[src/rtl/instr_fetch_unit.sv]
// Fetch stage for the multi-cycle MIPS32 core: owns the PC, runs the imem req/ack handshake,
// latches the instruction and resolves the next PC. Optional invalid-opcode trap: INV_OPC_TRAP_EN.
module instr_fetch_unit #(
  parameter logic [31:0] RESET_PC    = 32'h0040_0000,
  parameter logic [31:0] TRAP_VECTOR = 32'h8000_0180
) (
  input  logic        clk,
  input  logic        rst,
  output logic        imem_req,
  output logic [31:0] imem_addr,
  input  logic        imem_ack,
  input  logic [31:0] imem_rdata,
  input  logic        stall,
  input  logic        isJmp,
  input  logic        isBeq,
  input  logic        isBne,
  input  logic        invOpcode,
  input  logic        aluZero,
  output logic [31:0] instr,
  output logic [5:0]  opc,
  output logic [5:0]  func,
  output logic        instr_valid,
  output logic [31:0] pc,
  output logic [31:0] pc_plus4,
  output logic [31:0] retire_count,
  output logic        trap
);

  typedef enum logic [0:0] {
    S_FETCH = 1'b0,
    S_EXEC  = 1'b1
  } state_t;

  state_t      r_state;
  state_t      w_next_state;
  logic        r_imem_req;
  logic [31:0] r_pc;
  logic [31:0] r_instr;
  logic [31:0] r_retire_count;
  logic        r_trap;

  logic        w_fetch_done;
  logic        w_exec_go;
  logic        w_req_next;
  logic        w_instr_valid;
  logic [31:0] w_pc_plus4;
  logic [31:0] w_jmp_target;
  logic [31:0] w_br_offset;
  logic [31:0] w_br_target;
  logic        w_br_taken;
  logic [31:0] w_next_pc;
  logic        w_take_trap;

  // Ack only counts while a request is actually outstanding in FETCH.
  assign w_fetch_done = (r_state == S_FETCH) & r_imem_req & imem_ack;
  assign w_exec_go    = (r_state == S_EXEC) & ~stall;
  assign w_req_next   = ((r_state == S_FETCH) & ~w_fetch_done) | w_exec_go;

  assign w_pc_plus4   = r_pc + 32'd4;
  assign w_jmp_target = {w_pc_plus4[31:28], r_instr[25:0], 2'b00};
  assign w_br_offset  = {{14{r_instr[15]}}, r_instr[15:0], 2'b00};
  assign w_br_target  = w_pc_plus4 + w_br_offset;
  assign w_br_taken   = (isBeq & aluZero) | (isBne & ~aluZero);

`ifdef INV_OPC_TRAP_EN
  assign w_take_trap = invOpcode;
`else
  logic [32:0] w_unused_trap;
  assign w_unused_trap = {invOpcode, TRAP_VECTOR};
  assign w_take_trap   = 1'b0;
`endif

  // Next-PC selection: jump beats branch, branch beats sequential.
  always_comb begin
    w_next_pc = w_pc_plus4;
    if (isJmp) begin
      w_next_pc = w_jmp_target;
    end else if (w_br_taken) begin
      w_next_pc = w_br_target;
    end else begin
      w_next_pc = w_pc_plus4;
    end
  end

  // State register.
  always_ff @(posedge clk) begin
    if (rst) begin
      r_state <= S_FETCH;
    end else begin
      r_state <= w_next_state;
    end
  end

  // Next-state logic.
  always_comb begin
    w_next_state = r_state;
    case (r_state)
      S_FETCH: begin
        if (w_fetch_done) begin
          w_next_state = S_EXEC;
        end else begin
          w_next_state = S_FETCH;
        end
      end
      S_EXEC: begin
        if (w_exec_go) begin
          w_next_state = S_FETCH;
        end else begin
          w_next_state = S_EXEC;
        end
      end
      default: w_next_state = S_FETCH;
    endcase
  end

  // State-decoded outputs.
  always_comb begin
    w_instr_valid = 1'b0;
    case (r_state)
      S_FETCH: w_instr_valid = 1'b0;
      S_EXEC:  w_instr_valid = 1'b1;
      default: w_instr_valid = 1'b0;
    endcase
  end

  // Datapath registers: request, PC, instruction latch, retire counter, trap pulse.
  always_ff @(posedge clk) begin
    if (rst) begin
      r_imem_req     <= 1'b0;
      r_pc           <= RESET_PC;
      r_instr        <= 32'h0000_0000;
      r_retire_count <= 32'h0000_0000;
      r_trap         <= 1'b0;
    end else begin
      r_imem_req <= w_req_next;
      r_trap     <= w_exec_go & w_take_trap;
      if (w_fetch_done) begin
        r_instr <= imem_rdata;
      end
      if (w_exec_go) begin
        r_pc <= w_take_trap ? TRAP_VECTOR : w_next_pc;
        if (!w_take_trap) begin
          r_retire_count <= r_retire_count + 32'd1;
        end
      end
    end
  end

  assign imem_req     = r_imem_req;
  assign imem_addr    = r_pc;
  assign instr        = r_instr;
  assign opc          = r_instr[31:26];
  assign func         = r_instr[5:0];
  assign instr_valid  = w_instr_valid;
  assign pc           = r_pc;
  assign pc_plus4     = w_pc_plus4;
  assign retire_count = r_retire_count;
  assign trap         = r_trap;

endmodule

[config.mk]
export PLATFORM = sky130hd
export DESIGN_NAME = instr_fetch_unit
export DESIGN_NICKNAME = d
export VERILOG_FILES = /design/src/rtl/instr_fetch_unit.sv
export SDC_FILE = /design/constraint.sdc
export NUM_CORES = 1
export LEC_CHECK = 0
export CAP_MARGIN = 10
export CORE_MARGIN = 10
export CORE_UTILIZATION = 30
export CTS_CLUSTER_SIZE = 12
export DETAILED_ROUTE_END_ITERATION = 6
export SLEW_MARGIN = 0
export SYNTH_ARGS = -nofsm -noshare
export SYNTH_HDL_FRONTEND = slang
export SYNTH_SLANG_ARGS = --single-unit
export TNS_END_PERCENT = 50
[constraint.sdc]
create_clock -name clk -period 8.63 [get_ports clk]
set_clock_uncertainty 0.05 [all_clocks]
set_input_delay 1.726 -clock clk [delete_from_list [all_inputs] [get_ports clk]]
set_output_delay 1.726 -clock clk [all_outputs]
set_load 0.02 [all_outputs]
==> flow_metrics.py, run 1 <==
metrics = {
    "final_layout": {
        "postLayoutCellArea_sq_um": 9010,
        "fin_util_pct": 40.1,
        "syn_to_final_growth_pct": 32.2,
        "final_common_cell": "clkdlybuf4s50_1",
        "layout_common_cells": "clkdlybuf4s50_1 (206), nand2_1 (135), dfxtp_1 (96)",
        "final_nets": 1094,
        "fill_cells": 2302,
        "drive_gt1_share_pct": 4.80,
        "layoutNonFillerInstCount": 1306,
    },
    "clock_tree": {
        "clk_pin_slew_ps": 80,
        "cts-root-buf": "clkbuf_16",
        "cts.sinks": 96,
        "cts_resized": 0,
        "cts_buffers": 9,
        "clock_path_buffers": 2,
        "cts-htree-levels": 3,
        "insertion_delay_ps": 360,
        "postCtsHoldBufs": 0,
        "cts_tree": "done",
        "post-cts-setup-buffer-count": 0,
    },
    "outcome": {
        "status": "finished clean",
    },
    "synth": {
        "synth_edf_count": 0,
        "ys.flop_type": "dfxtp_1",
        "syn_area_sq_um": 6820,
        "yosysWarnings": 0,
        "syn_inst": 875,
        "synth_seq_area_share_pct": 28.2,
        "synthArstFlopShare_pct": 0,
        "ys_seq_elements": 96,
        "avgSynthCellArea_sq_um": 7.79,
        "synth_cell_type_count": 75,
    },
    "sta": {
        "finalHoldViolCount": 0,
        "setup_ws_ps": 3420,
        "final-setup-viol-count": 0,
        "worst_pin_slew_ps": 1080,
        "totalNegativeSetupSlack_ps": 0,
        "fin_crit_sh_pct": 60.4,
        "timing.hold.ws_ps": 427,
        "fin_crit_ps": 5210,
        "fmax_mhz": 192,
        "slew_violations": 0,
        "rsz0062_at_grt": "no",
        "max-slew-margin-rel_pct": 28.0,
    },
    "routing": {
        "finalWirelength_mm": 24.2,
        "remaining_drc_errors": 0,
        "ant_nets": 0,
        "avgRoutedWirePerCell_um": 18.5,
        "drtIter0Drc": 345,
        "vias": 6691,
        "dr.pass1.iters": 5,
        "vias_per_cell": 5.12,
    },
    "worst_setup_path": {
        "cp-startpoint": "imem_addr[2]",
        "crit_required_ps": 6850,
        "r2r_start": "imem_addr[2]",
        "path_cells": "ha_1 > nand4_1 > nor3_2 > and3_1 > nand3_1 > xnor2_1 > clkdlybuf4s50_1",
        "crit_path_start_kind": "register",
        "path_max_fanout": 7,
        "arrival_ps": 3430,
        "crit_family": "simple AND/OR/NAND/NOR gates",
        "cp_num_buf_inv": 1,
        "reg2reg_slack_ps": 4030,
        "endpoint_kind": "primary output",
        "cp_slowest_cell": "clkdlybuf4s50_1",
        "max_stage_delay_ps": 700,
        "crit_type": "register to primary output",
    },
    "floorplan": {
        "num_io_pins": 216,
        "fp.coreArea_sq_um": 22500,
        "start_util_pct": 30.3,
        "die_h_um": 171,
        "rows": 55,
        "dieWidth_um": 171,
        "die_area_sq_um": 29200,
    },
    "global_routing": {
        "grt_max_degree": 96,
        "grt_pass1_wl_mm": 37.5,
        "first_global_vias": 6523,
        "overflow": 0,
        "grt_use_total_pct": 16.3,
        "grt_antenna_before_repair": 2,
    },
    "power_and_ir_drop": {
        "finalPower_mw": 1.09,
        "intPower_uw": 749,
        "p_leak_nw": 3.31,
        "cellPowerDensity_nw_per_um2": 121,
        "swShare_pct": 31.4,
        "power_frac_seq_pct": 43.6,
        "clock_power_share_pct": 37.0,
        "peakVddDrop_v": 0.0000918,
        "pwr-share-comb_pct": 19.4,
        "power.switching_uw": 343,
    },
    "hold_path": {
        "hp-start": "instr[31]",
        "hold_class": "register to register",
    },
    "placement": {
        "gp_congestion": 0.880,
        "hpwl_mm": 18.3,
        "place_area_sq_um": 8720,
        "place_ws_ps": 3770,
        "placed_cells": 1289,
        "port_buffers": 207,
    },
    "run": {
        "drv_cap": 0,
    },
}
layout make-up:
class / instances / area [sq um] / area share (%)
Multi-Input combinational cell: 679 / 4270 / 47.4
Timing Repair Buffer: 212 / 2110 / 23.4
Sequential cell: 96 / 1920 / 21.3
Tap cell: 285 / 357 / 3.96
Clock buffer: 9 / 225 / 2.50
Inverter: 17 / 63.8 / 0.708
Clock inverter: 7 / 61.3 / 0.680
Antenna cell: 1 / 2.50 / 0.0278
worst min-delay path, cell delays in order, from the launching register on:
cell and delay (ps):
dfxtp_1 330, nand2_1 60, a21oi_1 50
state kept, by name, indices dropped and copies added, names as in the netlist:
name,cells
retire_count,32
instr,32
r_state,1
imem_req,1
imem_addr,30
metal layers:
metal  vias to the layer above  global-route usage [%]  share of wire, %
li1                       3336                       -                 -
met1                      3151                    19.8                44
met2                       179                    26.9                47
met3                        23                    5.00               7.4
met4                         2                    4.69               1.4
met5                         -                       0             0.054
Yosys cell counts (3+ instances only):
master | number | area share [%]
xor2_1 | 38 | 4.9
clkbuf_1 | 27 | 1.5
dfxtp_1 | 96 | 28
or3_1 | 5 | 0.46
nand2b_1 | 8 | 0.73
a22o_1 | 3 | 0.39
and4_1 | 7 | 0.90
a31oi_1 | 7 | 0.64
o21ai_0 | 23 | 1.7
a211oi_1 | 6 | 0.66
nor2b_1 | 8 | 0.73
nand4_1 | 21 | 1.9
nor3_1 | 17 | 1.2
a21oi_1 | 86 | 6.3
and2_1 | 4 | 0.37
and3_1 | 15 | 1.4
a21o_1 | 16 | 1.8
buf_1 | 3 | 0.17
nand3_1 | 34 | 2.5
o2111ai_1 | 3 | 0.39
o21a_1 | 3 | 0.33
o211ai_1 | 20 | 2.2
inv_1 | 17 | 0.94
mux2i_1 | 3 | 0.44
nand2_1 | 135 | 7.4
buf_4 | 50 | 5.5
a22oi_1 | 4 | 0.44
nor2_1 | 73 | 4.0
a32o_1 | 3 | 0.44
xnor2_1 | 39 | 5.0
ha_1 | 37 | 6.8
a211oi_2 | 3 | 0.55
o21bai_1 | 4 | 0.44
buf_6 | 6 | 0.99
power by group through the flow:
| stage | Combinational (mW) | Sequential, mW | Clock (mW) |
|---|---|---|---|
| after detailed placement | 0.212 | 0.486 | 0 |
| after global placement | 0.212 | 0.486 | 0 |
| after floorplan | 0.119 | 0.496 | 0 |
| after CTS | 0.213 | 0.476 | 0.416 |
| final | 0.212 | 0.476 | 0.404 |
| after global routing | 0.228 | 0.479 | 0.431 |
final timing paths:
kind | endpoint | depth (start not counted)
setup / recovery | pc_plus4[24] | 7
hold / removal | instr[31] | 2
setup reg to reg | imem_addr[31] | 15
hold reg to reg | instr[31] | 2
cell families after synthesis:
logic type | share of synthesized area (%)
buf+inv | 9.56
flops | 28.2
mux | 0.936
simple gates | 23.4
other cells | 0.0550
compound gates | 20.8
fa+ha+maj | 7.09
xor+xnor | 9.89
(Power assumes the default switching activity.)
==> run 2: changes to the inputs <==
clock period = 5 ns   (was 8.63 ns; I/O delays follow)
==> run 2 against run 1 <==
Effect of this change:
- design area grew 0.51%
- hold slack worse by 2.3 ps
- critical path type unchanged
- sequential power increased by 72%
- critical path depth did not move
- sequential cell count is the same
- clock power up 76%
- wire length decreased by 0.83%
- via count decreased by 1.0%
- largest cell class unchanged
- register-to-register slack lost 3400 ps
- combinational power is 74% higher
- utilization increased by 0.21 points
- largest power group unchanged
==> flow_metrics.py, run 2 (synthesis results as in run 1) <==
metrics = {
    "sta": {
        "finalHoldViolCount": 0,
        "max-slew-margin-rel_pct": 46.1,
        "rsz0062_at_grt": "no",
        "slew_violations": 0,
        "fin_crit_sh_pct": 88.5,
        "fmax_mhz": 226,
        "setup_ws_ps": 576,
        "final-setup-viol-count": 0,
        "fin_crit_ps": 4420,
        "totalNegativeSetupSlack_ps": 0,
        "worst_pin_slew_ps": 807,
    },
    "worst_setup_path": {
        "path_max_fanout": 7,
        "worstRegToRegCells": 13,
        "arrival_ps": 3370,
        "max_stage_delay_ps": 710,
        "crit_type": "register to primary output",
        "r2r_start": "imem_addr[2]",
        "r2r_end": "imem_addr[26]",
        "cp_slowest_cell": "clkdlybuf4s50_1",
        "crit_family": "simple AND/OR/NAND/NOR gates",
        "endpoint_kind": "primary output",
        "crit_path_start_kind": "register",
        "path_cells": "ha_1 > nand4_1 > nor3_2 > and3_1 > nand3_1 > xnor2_1 > clkdlybuf4s50_1",
        "reg2reg_slack_ps": 610,
        "cp_num_buf_inv": 1,
        "crit_required_ps": 3950,
    },
    "power_and_ir_drop": {
        "cellPowerDensity_nw_per_um2": 209,
        "p_leak_nw": 3.34,
        "peakVddDrop_v": 0.000141,
    },
    "final_layout": {
        "final_nets": 1098,
        "layout_common_cells": "clkdlybuf4s50_1 (206), nand2_1 (135), dfxtp_1 (96)",
        "drive_gt1_share_pct": 5.18,
        "syn_to_final_growth_pct": 32.9,
        "final_common_cell": "clkdlybuf4s50_1",
        "fill_cells": 2325,
        "layoutNonFillerInstCount": 1310,
        "postLayoutCellArea_sq_um": 9060,
    },
    "clock_tree": {
        "cts.sinks": 96,
        "clk_pin_slew_ps": 80,
        "cts-htree-levels": 3,
        "insertion_delay_ps": 360,
        "cts_tree": "done",
        "cts-root-buf": "clkbuf_16",
        "cts_resized": 0,
        "cts_buffers": 9,
        "postCtsHoldBufs": 0,
        "clock_path_buffers": 2,
        "post-cts-setup-buffer-count": 0,
    },
    "routing": {
        "finalWirelength_mm": 24.0,
        "avgRoutedWirePerCell_um": 18.3,
        "ant_nets": 0,
        "drtIter0Drc": 436,
        "dr.pass1.iters": 5,
        "remaining_drc_errors": 0,
        "vias": 6623,
        "vias_per_cell": 5.06,
    },
    "run": {
        "drv_cap": 0,
    },
    "floorplan": {
        "die_area_sq_um": 29200,
        "dieWidth_um": 171,
        "die_h_um": 171,
        "num_io_pins": 216,
        "fp.coreArea_sq_um": 22500,
        "start_util_pct": 30.3,
        "rows": 55,
    },
    "global_routing": {
        "grt_max_degree": 63,
        "grt_pass1_wl_mm": 37.5,
        "overflow": 0,
        "grt_antenna_before_repair": 2,
        "first_global_vias": 6443,
        "grt_use_total_pct": 16.3,
    },
    "placement": {
        "place_area_sq_um": 8750,
        "place_ws_ps": 541,
        "hpwl_mm": 18.6,
        "port_buffers": 207,
        "gp_congestion": 0.884,
        "placed_cells": 1293,
    },
    "hold_path": {
        "hold_class": "register to register",
        "hp-start": "instr[25]",
        "min_to": "instr[25]",
        "hold_path_depth": 2,
    },
    "outcome": {
        "status": "finished clean",
    },
}
==> run 2: worst max path at each step <==
stage	startpoint	end	cells after the start
2_1_floorplan	imem_addr[2]	imem_addr[26]	14
3_3_place_gp	imem_addr[2]	imem_addr[26]	13
3_5_place_dp	imem_addr[2]	imem_addr[26]	13
4_1_cts	imem_addr[2]	pc_plus4[24]	7
5_1_grt	imem_addr[2]	imem_addr[26]	13
6_report	imem_addr[2]	pc_plus4[24]	7
==> run 2: layer usage <==
layer	vias up	GRT usage, %	wire, um	part of all wire (%)
met5	-	0	13	0.054
met1	3094	20.1	10500	44
met3	19	4.75	1720	7.2
li1	3338	-	-	-
met2	170	27.0	11500	48
met4	2	4.31	240	1.0
==> run 2: area by class of cell <==
| cell class | count | area (sq um) | share of cell area (%) |
|---|---|---|---|
| Antenna cell | 1 | 2.50 | 0.0276 |
| Clock buffer | 9 | 225 | 2.49 |
| Clock inverter | 7 | 77.6 | 0.856 |
| Inverter | 17 | 63.8 | 0.704 |
| Multi-Input combinational cell | 679 | 4270 | 47.2 |
| Sequential cell | 96 | 1920 | 21.2 |
| Tap cell | 285 | 357 | 3.94 |
| Timing Repair Buffer | 216 | 2140 | 23.6 |
==> run 2: where the power goes <==
group | internal (mW) | total (mW) | switching [mW]
clock network | 0.354 | 0.711 | 0.357
logic | 0.159 | 0.369 | 0.210
registers | 0.786 | 0.818 | 0.0321
total | 1.30 | 1.90 | 0.599
==> run 2: through the flow <==
step | hold slack, ps | power (mW) | utilization [%]
floorplan | 492 | 1.06 | -
CTS | 426 | 1.92 | 40.2
detailed placement | 413 | 1.21 | 38.9
global placement | 405 | 1.20 | 38.9
finish | 425 | 1.90 | 40.3
global route | 456 | 1.99 | 40.3
==> run 2: worst reg2reg max path: stages (launching register included) <==
cell	delay [ps]
dfxtp_1	480
ha_1	260
nand4_1	210
nor3_2	450
and3_1	390
nand4_1	150
xnor2_1	290
ha_1	360
a21o_1	190
a21o_2	220
a31oi_1	360
a21boi_0	270
mux2_2	360
a211o_1	260
